--- config.mk ---
export PLATFORM = sky130hd
export DESIGN_NAME = bsg_global_buffer_ro_streamer
export DESIGN_NICKNAME = d
export VERILOG_FILES = /design/src/rtl/bsg_global_buffer_pkg.sv /design/src/rtl/bsg_global_buffer_ro_resp_fifo.sv /design/src/rtl/bsg_global_buffer_ro_streamer.sv
export SDC_FILE = /design/constraint.sdc
export NUM_CORES = 1
export LEC_CHECK = 0
export ABC_AREA = 1
export CAP_MARGIN = 30
export CORE_ASPECT_RATIO = 0.75
export CORE_MARGIN = 3
export CORE_UTILIZATION = 60
export CTS_BUF_LIST = sky130_fd_sc_hd__clkbuf_2
export CTS_CLUSTER_SIZE = 28
export DETAILED_ROUTE_END_ITERATION = 6
export GPL_ROUTABILITY_DRIVEN = 0
export GPL_TIMING_DRIVEN = 0
export PLACE_DENSITY = 0.94
export SETUP_SLACK_MARGIN = 0.05
export SYNTH_ARGS = -nofsm -noshare
export SYNTH_HDL_FRONTEND = slang
export SYNTH_SLANG_ARGS = --single-unit
--- constraint.sdc ---
create_clock -name clk_i -period 3.9 [get_ports clk_i]
set_input_delay 0.78 -clock clk_i [delete_from_list [all_inputs] [get_ports clk_i]]
set_output_delay 0.78 -clock clk_i [all_outputs]
set_load 0.05 [all_outputs]
--- src/rtl/bsg_global_buffer_pkg.sv ---
// Shared types for the global buffer read-only ring streamer.
package bsg_global_buffer_pkg;

   // Field widths of a burst command in the default ring configuration
   // (4 tiles, 1024-word banks, 16-bit length).
   localparam int ro_cmd_x_width_lp    = 2;
   localparam int ro_cmd_addr_width_lp = 10;
   localparam int ro_cmd_len_width_lp  = 16;

   typedef enum logic [1:0] {
      IDLE  = 2'd0,
      ISSUE = 2'd1,
      DRAIN = 2'd2
   } ro_streamer_state_e;

   typedef struct packed {
      logic [ro_cmd_x_width_lp-1:0]    x;
      logic [ro_cmd_addr_width_lp-1:0] addr;
      logic [ro_cmd_len_width_lp-1:0]  len;
   } ro_cmd_s;

   // Index width that stays at least one bit for single-entry ranges.
   function automatic int safe_clog2(input int n);
      return (n > 1) ? $clog2(n) : 1;
   endfunction

endpackage

--- src/rtl/bsg_global_buffer_ro_resp_fifo.sv ---
// Response FIFO for the RO streamer: one write port from the ring, one
// valid/yumi read port, occupancy exposed for credit accounting.
module bsg_global_buffer_ro_resp_fifo
   import bsg_global_buffer_pkg::*;
#(
   parameter  int width_p      = 32,
   parameter  int els_p        = 8,
   localparam int ptr_width_lp = safe_clog2(els_p),
   localparam int cnt_width_lp = $clog2(els_p + 1)
) (
   input  logic                    clk_i,
   input  logic                    reset_n_i,
   input  logic                    v_i,
   input  logic [width_p-1:0]      data_i,
   output logic                    full_o,
   output logic [width_p-1:0]      data_o,
   output logic                    v_o,
   input  logic                    yumi_i,
   output logic [cnt_width_lp-1:0] count_o
);

   localparam logic [ptr_width_lp-1:0] ptr_last_lp = ptr_width_lp'(els_p - 1);
   localparam logic [cnt_width_lp-1:0] cnt_full_lp = cnt_width_lp'(els_p);

   logic [width_p-1:0]      mem_q [els_p];
   logic [ptr_width_lp-1:0] rd_ptr_q, rd_ptr_d;
   logic [ptr_width_lp-1:0] wr_ptr_q, wr_ptr_d;
   logic [cnt_width_lp-1:0] count_q, count_d;
   logic                    enq, deq;

   assign v_o     = (count_q != '0);
   assign full_o  = (count_q == cnt_full_lp);
   assign count_o = count_q;
   assign data_o  = mem_q[rd_ptr_q];

   // A write into a full FIFO is only taken when a read frees a slot this cycle.
   assign deq = yumi_i & v_o;
   assign enq = v_i & (~full_o | deq);

   always_comb begin
      rd_ptr_d = rd_ptr_q;
      wr_ptr_d = wr_ptr_q;
      count_d  = count_q;
      if (deq) rd_ptr_d = (rd_ptr_q == ptr_last_lp) ? '0 : rd_ptr_q + ptr_width_lp'(1);
      if (enq) wr_ptr_d = (wr_ptr_q == ptr_last_lp) ? '0 : wr_ptr_q + ptr_width_lp'(1);
      if (enq && !deq)      count_d = count_q + cnt_width_lp'(1);
      else if (deq && !enq) count_d = count_q - cnt_width_lp'(1);
   end

   always_ff @(posedge clk_i or negedge reset_n_i) begin
      if (!reset_n_i) begin
         rd_ptr_q <= '0;
         wr_ptr_q <= '0;
         count_q  <= '0;
      end else begin
         rd_ptr_q <= rd_ptr_d;
         wr_ptr_q <= wr_ptr_d;
         count_q  <= count_d;
      end
   end

   always_ff @(posedge clk_i) begin
      if (enq) mem_q[wr_ptr_q] <= data_i;
   end

endmodule

--- src/rtl/bsg_global_buffer_ro_streamer.sv ---
// Burst requester for the read-only ring: issues one credit-gated request per
// cycle and collects the in-order responses into a local FIFO.
//
// state | meaning
// IDLE  | waiting for a burst command; accept cycle also issues the first word
// ISSUE | issuing one request per cycle while credits remain
// DRAIN | all requests issued; waiting for responses to return and be consumed
module bsg_global_buffer_ro_streamer
   import bsg_global_buffer_pkg::*;
#(
   parameter  int data_width_p  = 32,
   parameter  int bank_els_p    = 1024,
   parameter  int num_tiles_x_p = 4,
   parameter  int fifo_els_p    = 8,
   parameter  int len_width_p   = 16,
   localparam int x_width_lp    = safe_clog2(num_tiles_x_p),
   localparam int addr_width_lp = safe_clog2(bank_els_p),
   localparam int cnt_width_lp  = $clog2(fifo_els_p + 1)
) (
   input  logic                     clk_i,
   input  logic                     reset_n_i,
   input  logic                     cmd_v_i,
   output logic                     cmd_ready_o,
   input  logic [x_width_lp-1:0]    cmd_x_i,
   input  logic [addr_width_lp-1:0] cmd_addr_i,
   input  logic [len_width_p-1:0]   cmd_len_i,
   output logic [addr_width_lp-1:0] ro_addr_o,
   output logic [x_width_lp-1:0]    ro_dest_x_o,
   output logic                     ro_addr_v_o,
   input  logic [data_width_p-1:0]  ro_data_i,
   input  logic                     ro_data_v_i,
   output logic [data_width_p-1:0]  data_o,
   output logic                     v_o,
   input  logic                     yumi_i,
   output logic                     busy_o,
   output logic                     overflow_o
);

   localparam logic [cnt_width_lp-1:0] credits_max_lp = cnt_width_lp'(fifo_els_p);
   localparam logic [x_width_lp-1:0]   x_last_lp      = x_width_lp'(num_tiles_x_p - 1);

   ro_streamer_state_e       state_q, state_d;
   logic [x_width_lp-1:0]    cur_x_q, cur_x_d, ro_x_q, ro_x_d;
   logic [addr_width_lp-1:0] cur_addr_q, cur_addr_d, ro_addr_q, ro_addr_d;
   logic [len_width_p-1:0]   remaining_q, remaining_d;
   logic [cnt_width_lp-1:0]  credits_q, credits_d;
   logic [cnt_width_lp-1:0]  outstanding_q, outstanding_d;
   logic                     ro_v_q, ro_v_d;
   logic                     overflow_q, overflow_d;
   logic                     init_q;

   logic [x_width_lp-1:0]    base_x, next_x;
   logic [addr_width_lp-1:0] base_addr, next_addr;
   logic [len_width_p-1:0]   base_len;
   logic                     accept, issue, deq, resp_ok;
   logic                     fifo_v, fifo_full;
   logic [cnt_width_lp-1:0]  fifo_count;

   // init_q keeps cmd_ready_o low until the first clock after reset release.
   assign cmd_ready_o = init_q & (state_q == IDLE);
   assign accept      = cmd_v_i & cmd_ready_o;
   assign deq         = yumi_i & fifo_v;
   assign resp_ok     = ro_data_v_i & (outstanding_q != '0);

   always_comb begin
      state_d     = state_q;
      cur_x_d     = cur_x_q;
      cur_addr_d  = cur_addr_q;
      remaining_d = remaining_q;
      ro_v_d      = 1'b0;
      ro_x_d      = ro_x_q;
      ro_addr_d   = ro_addr_q;
      issue       = 1'b0;

      base_x    = cur_x_q;
      base_addr = cur_addr_q;
      base_len  = remaining_q;
      if (state_q == IDLE) begin
         base_x    = cmd_x_i;
         base_addr = cmd_addr_i;
         base_len  = cmd_len_i;
      end

      if (base_x == x_last_lp) begin
         next_x    = '0;
         next_addr = base_addr + addr_width_lp'(1);
      end else begin
         next_x    = base_x + x_width_lp'(1);
         next_addr = base_addr;
      end

      case (state_q)
         IDLE: begin
            if (accept) begin
               state_d     = ISSUE;
               cur_x_d     = base_x;
               cur_addr_d  = base_addr;
               remaining_d = base_len;
               issue       = (credits_q != '0);
            end
         end
         ISSUE: issue = (credits_q != '0);
         DRAIN: begin
            if ((outstanding_q == '0) && !ro_data_v_i &&
                ((fifo_count == '0) || ((fifo_count == cnt_width_lp'(1)) && deq)))
               state_d = IDLE;
         end
         default: state_d = IDLE;
      endcase

      if (issue) begin
         ro_v_d      = 1'b1;
         ro_x_d      = base_x;
         ro_addr_d   = base_addr;
         cur_x_d     = next_x;
         cur_addr_d  = next_addr;
         remaining_d = base_len - len_width_p'(1);
         state_d     = (base_len == '0) ? DRAIN : ISSUE;
      end
   end

   // Credits saturate at the FIFO depth so a stray word drained in IDLE
   // cannot mint an extra credit.
   always_comb begin
      credits_d     = credits_q;
      outstanding_d = outstanding_q;
      if (issue && !deq)
         credits_d = credits_q - cnt_width_lp'(1);
      else if (deq && !issue && (credits_q != credits_max_lp))
         credits_d = credits_q + cnt_width_lp'(1);
      if (issue && !resp_ok)
         outstanding_d = outstanding_q + cnt_width_lp'(1);
      else if (resp_ok && !issue)
         outstanding_d = outstanding_q - cnt_width_lp'(1);
      overflow_d = overflow_q |
                   (ro_data_v_i & ((outstanding_q == '0) | (fifo_full & ~deq)));
   end

   always_ff @(posedge clk_i or negedge reset_n_i) begin
      if (!reset_n_i) begin
         state_q       <= IDLE;
         cur_x_q       <= '0;
         cur_addr_q    <= '0;
         remaining_q   <= '0;
         ro_v_q        <= 1'b0;
         ro_x_q        <= '0;
         ro_addr_q     <= '0;
         credits_q     <= credits_max_lp;
         outstanding_q <= '0;
         overflow_q    <= 1'b0;
         init_q        <= 1'b0;
      end else begin
         state_q       <= state_d;
         cur_x_q       <= cur_x_d;
         cur_addr_q    <= cur_addr_d;
         remaining_q   <= remaining_d;
         ro_v_q        <= ro_v_d;
         ro_x_q        <= ro_x_d;
         ro_addr_q     <= ro_addr_d;
         credits_q     <= credits_d;
         outstanding_q <= outstanding_d;
         overflow_q    <= overflow_d;
         init_q        <= 1'b1;
      end
   end

   bsg_global_buffer_ro_resp_fifo #(
      .width_p (data_width_p),
      .els_p   (fifo_els_p)
   ) resp_fifo (
      .clk_i     (clk_i),
      .reset_n_i (reset_n_i),
      .v_i       (ro_data_v_i),
      .data_i    (ro_data_i),
      .full_o    (fifo_full),
      .data_o    (data_o),
      .v_o       (fifo_v),
      .yumi_i    (yumi_i),
      .count_o   (fifo_count)
   );

   assign ro_addr_v_o = ro_v_q;
   assign ro_addr_o   = ro_addr_q;
   assign ro_dest_x_o = ro_x_q;
   assign v_o         = fifo_v;
   assign busy_o      = (state_q != IDLE);
   assign overflow_o  = overflow_q;

endmodule

# After elaboration in Yosys (flattened, before gate mapping)
# Memories as Yosys holds them, arrays and structs flattened.
# Cells that the tools add are included.
# word_totals
mem_bits_rw	256
n_memories	1
output_inout_bits	49
word_cells	112
ff_bits	63
in_bits	65
# op_classes
eq_ne	11
add_sub_neg	11
reduce_logical	31
mux	32
n_bitwise	12
# memory_table
memory	words	word_bits	read_ports	rd_ports_with_merged_regs	write_ports	line	source
resp_fifo.mem_q	8	32	1	0	1	bsg_global_buffer_ro_resp_fifo.sv:25	logic [width_p-1:0] mem_q [els_p];
# op_table
cell	count
two-way mux 16 bit	4
two-way mux 10 bit	5
two-way mux 4 bit	6
two-way mux 2 bit	9
zero test 16 bit	1
subtractor 16 x 1 -> 16 bit, second input constant	1
adder 4 x 1 -> 4 bit, second input constant	3
nonzero test 2 bit	6
nonzero test 4 bit	3
subtractor 4 x 1 -> 4 bit, second input constant	3
adder 10 x 1 -> 10 bit, second input constant	1
logical AND 1 bit	10
zero test 4 bit	2
AND 1 bit	7
adder 3 x 1 -> 3 bit, second input constant	2
equality test 3 bit, second input constant	2
two-way mux 3 bit	2
inequality test 3 bit, second input constant	2
one-hot mux 2 bit (3 select lines)	1
zero test 1 bit	5
equality test 2 bit, second input constant	2
equality test 4 x 1 -> 1 bit, second input constant	1
equality test 4 bit, second input constant	1
two-way mux 1 bit	4
11 further kinds	14

# Logic depth before layout (Yosys ltp)
# Gate-level depths: netlist of run 1.
# logic_depth
word_depth	10
mapped_depth	15
ltp_nobuf	14

# Cells and area by module
# From an unflattened synthesis of run 1, not the netlist that was laid out.
# unflattened
hier_cells	1383
area_unflattened_um2	14134.8
# by_module_without_submodules
mod	cells_per_inst	instances	seq_area_each_um2	area_per_inst_um2
bsg_global_buffer_ro_resp_fifo	940	1	7937.6	10850.4
bsg_global_buffer_ro_streamer	443	1	1327.5	3284.4

# Worst setup path before layout of run 1
# Ideal clock, no wire load.
# synth_path
path_type	input-to-reg
startpoint	input port yumi_i
endpoint	memory resp_fifo.mem_q[0][0], enable pin
arrival_ps	2643
path_stages	5
setup_slack_ps	836
path_cell_list	inv_1 > nand4_1 > nand2_1 > or2_2 > nor2_1
# synth_via
elab_chain_len	5
# synth_lines
item	line	source
start: declaration	bsg_global_buffer_ro_streamer.sv:34	input logic yumi_i,
AND 1 bit	bsg_global_buffer_ro_resp_fifo.sv:37	assign deq = yumi_i & v_o;
OR 1 bit	bsg_global_buffer_ro_resp_fifo.sv:38	assign enq = v_i & (~full_o | deq);
AND 1 bit	bsg_global_buffer_ro_resp_fifo.sv:38	
two-way mux 1 bit	bsg_global_buffer_ro_resp_fifo.sv:63	if (enq) mem_q[wr_ptr_q] <= data_i;
two-way mux 1 bit (implied by the code)	bsg_global_buffer_ro_resp_fifo.sv:63	
end: declaration	bsg_global_buffer_ro_resp_fifo.sv:25	
# No other way between the ends.

# Worst setup path in the final report of run 1
# layout_path
startpoint	register resp_fifo.rd_ptr_q[0]
endpoint	output port data_o[26]
# layout_via
elab_chain_len	1
# layout_lines
item	line	source
start: declaration	bsg_global_buffer_ro_resp_fifo.sv:26	logic [ptr_width_lp-1:0] rd_ptr_q, rd_ptr_d;
start signal: assignment	bsg_global_buffer_ro_resp_fifo.sv:56	rd_ptr_q <= rd_ptr_d;
memory (8 x 32 bit)	-	
end: declaration	bsg_global_buffer_ro_streamer.sv:32	output logic [data_width_p-1:0] data_o,
# No other way between the ends.

==> results.sh, run 1 <==
export IMPL_status="completed"
export IMPL_period_share_pct=95.7
export IMPL_grt_pass1_wl_um=55300
export IMPL_clkTransAtPathRegs_ns=0.13
export IMPL_ir_drop_uv=413
export IMPL_endpoint_kind="primary output"
export IMPL_firstDrtPassIters=7
export IMPL_clk_latency_ns=0.84
export IMPL_power_density_nw_per_um2=845
export IMPL_ctsLongestPathBuffers=3
export IMPL_core_area_um2=22300
export IMPL_period_needed_ns=3.73
export IMPL_syn_avg_cell_area_um2=10.9
export IMPL_drtIter0Drc=1697
export IMPL_ioPinCount=114
export IMPL_path_max_fanout=10
export IMPL_setup_viol_count_final=0
export IMPL_wl_met1_um=13700
export IMPL_rsz0062_at_grt="no"
export IMPL_synth_seq_cells=319
export IMPL_switching_share_pct=46.6
export IMPL_slew_violations=0
export IMPL_yosys_most_used_dff="edfxtp_1"
export IMPL_wl_per_cell_um=20.1
export IMPL_power_frac_seq_pct=34.2
export IMPL_start_util_pct=61.6
export IMPL_leakage_nw=6.21
export IMPL_worst_pin_slew_ns=0.805
export IMPL_synthTopCellsByCount="nor2_1, edfxtp_1, nand2_1, o21ai_0, inv_1"
export IMPL_grt_pass1_vias=10583
export IMPL_port_buffers=113
export IMPL_cp_arrival_ns=2.95
export IMPL_fillers=1382
export IMPL_finClkSkew_ns=0.0968
export IMPL_final_nets=1536
export IMPL_ys_seq_area_share_pct=67.5
export IMPL_intPower_mw=7.32
export IMPL_async_flop_share_pct=19.7
export IMPL_area_growth_pct=18.0
export IMPL_dp_cells=1671
export IMPL_cap_violations=0
export IMPL_hold_viol=0
export IMPL_fin_ws_ns=0.169
export IMPL_die_area_um2=24700
export IMPL_cts_setup_buffers=0
export IMPL_relSlewSlack_pct=46.4
export IMPL_hold_buffers=0
export IMPL_synth_largest_area_cell="edfxtp_1"
export IMPL_yosysTopAreaCellShare_pct=56.0
export IMPL_netlist_instances=1256
export IMPL_synth_edf_count=256
export IMPL_crit_required_ns=3.12
export IMPL_critPathKind="flip-flop to primary output"
export IMPL_dp_hpwl_um=23200
export IMPL_routed_wl_um=36300
export IMPL_place_ws_ns=0.0366
export IMPL_cts_buffers=74
export IMPL_cts_root_buf="clkbuf_2"
export IMPL_dr_wl_met3_um=4380
export IMPL_antenna_found_initial=2
export IMPL_cts_max_level=3
export IMPL_die_w_um=181
export IMPL_fmax_mhz=268
export IMPL_rows=47
export IMPL_grtUsageTotal_pct=28.7
export IMPL_hp_class="input pin to async pin"
export IMPL_start_kind="flip-flop"
export IMPL_wl_met2_um=17000
export IMPL_cts_num_sinks=319
export IMPL_yosysUniqueCellTypes=44
export IMPL_synth_area_leaders="edfxtp_1, dfrtp_1, nor2_1, o21ai_0, nand2_1"
export IMPL_clockPowerShare_pct=17.2
export IMPL_grt_overflow=0
export IMPL_vias=10883
export IMPL_synth_area_um2=13700
export IMPL_cts_tree="yes"
export IMPL_hold_slack_ns=0.0239
export IMPL_stdcell_count=1803
export IMPL_combPwrFrac_pct=48.6
export IMPL_vias_per_cell=6.04
export IMPL_synth_most_common_cell="nor2_1"
export IMPL_drtAntennaViolNets=0
export IMPL_grt_max_degree=64
export IMPL_switching_power_mw=6.38
export IMPL_syn_nets=1339
export IMPL_yosysWarnings=0
export IMPL_top_layer="met5"
export IMPL_drive_gt1_share_pct=16.4
export IMPL_drc=0
export IMPL_die_y_um=137
==> layout make-up <==
type	count	area, µm²	area share, %
Clock buffer	114	571	3.52
Buffer	63	318	1.96
Tap cell	294	368	2.27
Multi-Input combinational cell	808	4020	24.8
Inverter	66	248	1.53
Antenna cell	1	2.50	0.0155
Timing Repair Buffer	121	1220	7.55
Sequential cell	319	9270	57.2
Clock inverter	17	185	1.14
==> worst max-delay path, cell delays in order, from the launching register on <==
cell and delay [ns]:
dfrtp_2 0.47, inv_1 0.13, clkbuf_2 0.24, clkbuf_2 0.28, o21ai_0 0.17, o22ai_1 0.20, nor2_1 0.09, a31oi_1 0.22
buf_2 0.31
==> cells in the final DEF, fill, tap and decap left out, types with 3 or more instances in the layout <==
cell,Yosys,routed
bufinv_16,0,4
clkbuf_4,0,5
nor2_2,5,5
o21ai_1,12,12
buf_12,0,8
nand3_1,29,29
buf_2,5,23
nand2_2,7,7
buf_4,0,3
dfrtp_1,62,61
a31oi_1,33,32
o21ai_2,3,3
clkinv_1,1,9
clkbuf_1,50,20
o22ai_1,35,35
nand4_1,6,6
nand2_1,171,171
xnor2_1,4,4
clkdlybuf4s15_2,0,13
xor2_1,14,14
nor2_1,267,259
ha_1,17,17
o211ai_1,6,6
inv_1,63,63
a21oi_1,5,5
clkdlybuf4s50_1,0,80
edfxtp_1,256,256
nor2_4,4,12
o21ai_0,166,166
clkbuf_2,0,141
buf_6,3,3
==> logic make-up (layout without fill, tap and decap cells) <==
| group | Yosys count | in the layout | synth area share, % |
|---|---|---|---|
| buffers and inverters | 129 | 381 | 3.74 |
| other | 1 | 2 | 0.0273 |
| XOR/XNOR | 18 | 18 | 1.15 |
| flip-flops | 319 | 319 | 67.5 |
| adder cells (fa/ha/maj) | 18 | 18 | 1.70 |
| AO/OA/AOI/OAI | 271 | 271 | 11.0 |
| AND/OR/NAND/NOR | 500 | 500 | 14.8 |
==> final timing paths <==
kind                                       startpoint                    to  slack, ns  depth (start not counted)
worst max-delay path            resp_fifo.rd_ptr_q[0]            data_o[26]       0.17                          8
worst min register to register             overflow_o            overflow_o       0.46                          1
worst min-delay path                        reset_n_i  resp_fifo.count_o[1]       0.02                          1
min in group clk_i                         overflow_o            overflow_o       0.46                          1
worst max register to register             state_q[1]      outstanding_q[3]       0.62                         13
max in group asynchronous                   reset_n_i          ro_addr_o[4]       3.29                          1
==> per-layer routing <==
metal | global-route usage (%) | vias up
li1 | - | 4805
met1 | 38.0 | 5085
met2 | 46.2 | 859
met3 | 7.52 | 132
met4 | 11.2 | 2
met5 | 0 | -
==> stage by stage <==
stage	power, mW	utilization [%]	cell area, µm²	TNS, ns
CTS	13.6	72.7	16200	0
global route	14.4	72.7	16200	0
finish	13.7	72.7	16200	0
global placement	10.9	68.3	15200	-184.43
detailed placement	11.3	69.3	15400	0
floorplan	9.05	-	13700	0
==> what timing repair did <==
action / in CTS / in global routing
gates cloned: 0 / 0
endpoints found under the hold margin: 0 / 0
setup endpoints to repair: 32 / 32
gates resized for setup: 172 / 41
==> sequential cells by signal, indices dropped and copies added (netlist names) <==
register	flops
resp_fifo.mem_q	256
resp_fifo.rd_ptr_q	3
ro_addr_o	10
outstanding_q	4
ro_dest_x_o	2
credits_q	4
cur_x_q	2
overflow_o	1
cur_addr_q	10
state_q	2
resp_fifo.count_o	4
remaining_q	16
ro_addr_v_o	1
resp_fifo.wr_ptr_q	3
init_q	1
==> power by group through the flow <==
stage	sequential, mW	combinational (mW)	clock (mW)
2_1_floorplan	4.91	4.14	0
3_3_place_gp	4.74	6.20	0
3_5_place_dp	4.74	6.59	0
4_1_cts	4.67	6.54	2.37
5_1_grt	4.74	7.11	2.55
6_report	4.68	6.65	2.35
(Power assumes the default switching activity.)
==> run 2: changes to the inputs <==
CORE_UTILIZATION = 58   (was 60)
CTS_BUF_LIST = default   (was sky130_fd_sc_hd__clkbuf_2)
PLACE_DENSITY = 0.8   (was 0.94)
==> run 2 against run 1 <==
Effect of this change:
- worst setup slack worse by 0.046 ns
- sequential power about the same
- non-clock buffer count did not move
- power increased by 2.3%
- critical path type unchanged
- highest routed layer is now met4
==> results.sh, run 2 (synthesis gave the netlist of run 1 again) <==
export IMPL_status="completed"
export IMPL_hold_slack_ns=0.313
export IMPL_relSlewSlack_pct=44.4
export IMPL_grt_pass1_wl_um=52000
export IMPL_routed_wl_um=33500
export IMPL_ir_drop_uv=714
export IMPL_top_register="resp_fifo.mem_q"
export IMPL_vias_per_cell=5.77
export IMPL_cts_root_buf="clkbuf_16"
export IMPL_n_antenna_cell=0
export IMPL_period_needed_ns=3.78
export IMPL_r2r_end="outstanding_q[3]"
export IMPL_start_util_pct=59.4
export IMPL_die_w_um=184
export IMPL_final_util_pct=71.1
export IMPL_period_share_pct=96.9
export IMPL_drtIter0Drc=1212
export IMPL_critPathKind="flip-flop to primary output"
export IMPL_antenna_found_initial=0
export IMPL_cts_max_level=1
export IMPL_clkTransAtPathRegs_ns=0.06
export IMPL_clk_latency_ns=0.55
export IMPL_area_growth_pct=19.7
export IMPL_switching_share_pct=43.9
export IMPL_power_density_nw_per_um2=853
export IMPL_cts_setup_buffers=0
export IMPL_p_total_mw=14.0
export IMPL_combPwrFrac_pct=46.3
export IMPL_ioPinCount=114
export IMPL_r2r_setup_slack_ns=0.64
export IMPL_clockPowerShare_pct=20.4
export IMPL_start_kind="flip-flop"
export IMPL_slew_violations=0
export IMPL_hp_class="input pin to async pin"
export IMPL_dpl_cell_area_um2=15500
export IMPL_drc=0
export IMPL_intPower_mw=7.86
export IMPL_grt_overflow=0
export IMPL_cts_tree="yes"
export IMPL_rsz0062_at_grt="yes"
export IMPL_grt_max_degree=64
export IMPL_fmax_mhz=265
export IMPL_grtUsageTotal_pct=26.0
export IMPL_core_area_um2=23100
export IMPL_power_frac_seq_pct=33.4
export IMPL_path_max_fanout=10
export IMPL_setup_viol_count_final=0
export IMPL_finClkSkew_ns=0.00911
export IMPL_firstDrtPassIters=5
export IMPL_worst_pin_slew_ns=0.834
export IMPL_cts_num_sinks=319
export IMPL_hold_viol=0
export IMPL_cap_violations=0
export IMPL_layout_commonest_cell="nor2_1"
export IMPL_endpoint_kind="primary output"
export IMPL_rr_worst_depth=12
export IMPL_ctsLongestPathBuffers=3
export IMPL_cts_buffers=30
export IMPL_rows=48
export IMPL_cp_arrival_ns=3.00
export IMPL_drive_gt1_share_pct=9.70
export IMPL_die_area_um2=25600
export IMPL_reg_top3="resp_fifo.mem_q: 256 flops, remaining_q: 16 flops"
export IMPL_crit_required_ns=3.12
export IMPL_port_buffers=113
export IMPL_leakage_nw=6.09
export IMPL_die_y_um=139
export IMPL_design_area_um2=16400
export IMPL_grt_pass1_vias=9577
export IMPL_wl_per_cell_um=19.3
export IMPL_switching_power_mw=6.15
export IMPL_largest_register_ffs=256
export IMPL_final_nets=1492
export IMPL_layout_common_cells="nor2_1, edfxtp_1, nand2_1"
export IMPL_dp_hpwl_um=22400
export IMPL_timing_rr_start="state_q[1]"
export IMPL_vias=9998
export IMPL_drtAntennaViolNets=0
-- run 2: cell types whose count changed in the layout (fill, tap and decap cells not counted), moves of 6 or more --
| cell | before | now |
|---|---|---|
| buf_12 | 8 | 2 |
| buf_16 | 0 | 6 |
| buf_2 | 23 | 5 |
| clkbuf_1 | 20 | 39 |
| clkbuf_16 | 0 | 31 |
| clkbuf_2 | 141 | 27 |
| clkinv_1 | 9 | 2 |
| dlygate4sd2_1 | 0 | 12 |
-- run 2: metal layers --
metal	share of wire, %	global-route usage, %
met5	0	0
met4	2.0	6.97
met3	9.0	3.19
met2	45	39.3
met1	44	40.7
-- run 2: metrics by stage --
stage / setup WS, ns / cells / setup TNS, ns
floorplan: 0.836 / 1256 / 0
global placement: -0.867 / 1669 / -204.11
detailed placement: -0.0531 / 1677 / -0.186
CTS: 0.0501 / 1733 / 0
global route: 0.0153 / 1733 / 0
finish: 0.123 / 1733 / 0
-- run 2: timing repair --
item | in CTS | in global routing
gates resized for setup | 74 | 36
hold buffers | 0 | 0
setup endpoints to repair | 32 | 32
-- run 2: layout make-up --
cell class                 instances  area (µm²)
buffer                            63         288
clock buffer                      39         816
clock inverter                    17         150
fill                            1609        6690
inverter                          66         248
multi-input combinational        808        4010
sequential                       319        9270
tap                              300         375
timing repair buffer             121        1280
-- run 2: how the worst max path moves through the flow --
stage	start	end	depth (start not counted)
finish	resp_fifo.rd_ptr_q[0]	data_o[0]	8
global route	resp_fifo.rd_ptr_q[0]	data_o[0]	8
CTS	resp_fifo.rd_ptr_q[0]	data_o[27]	8
detailed placement	resp_fifo.rd_ptr_q[0]	data_o[23]	8
global placement	yumi_i	resp_fifo.mem_q[3][10]	7
floorplan	yumi_i	resp_fifo.mem_q[0][0]	5
-- run 2: critical path, cell delays in order (launching register included) --
cell and delay (ns):
dfrtp_1 0.44, inv_1 0.13, clkbuf_1 0.38, clkbuf_2 0.37, nor2_1 0.08, o22ai_1 0.21, nor2_1 0.07, a31oi_1 0.33
clkdlybuf4s15_2 0.43
-- run 2: power groups by stage --
stage | Clock [mW] | Sequential, mW | Combinational [mW]
after floorplan | 0 | 4.91 | 4.14
after global placement | 0 | 4.74 | 6.26
after detailed placement | 0 | 4.74 | 6.58
after CTS | 2.88 | 4.67 | 6.46
after global routing | 3.03 | 4.73 | 7.04
final | 2.85 | 4.68 | 6.48
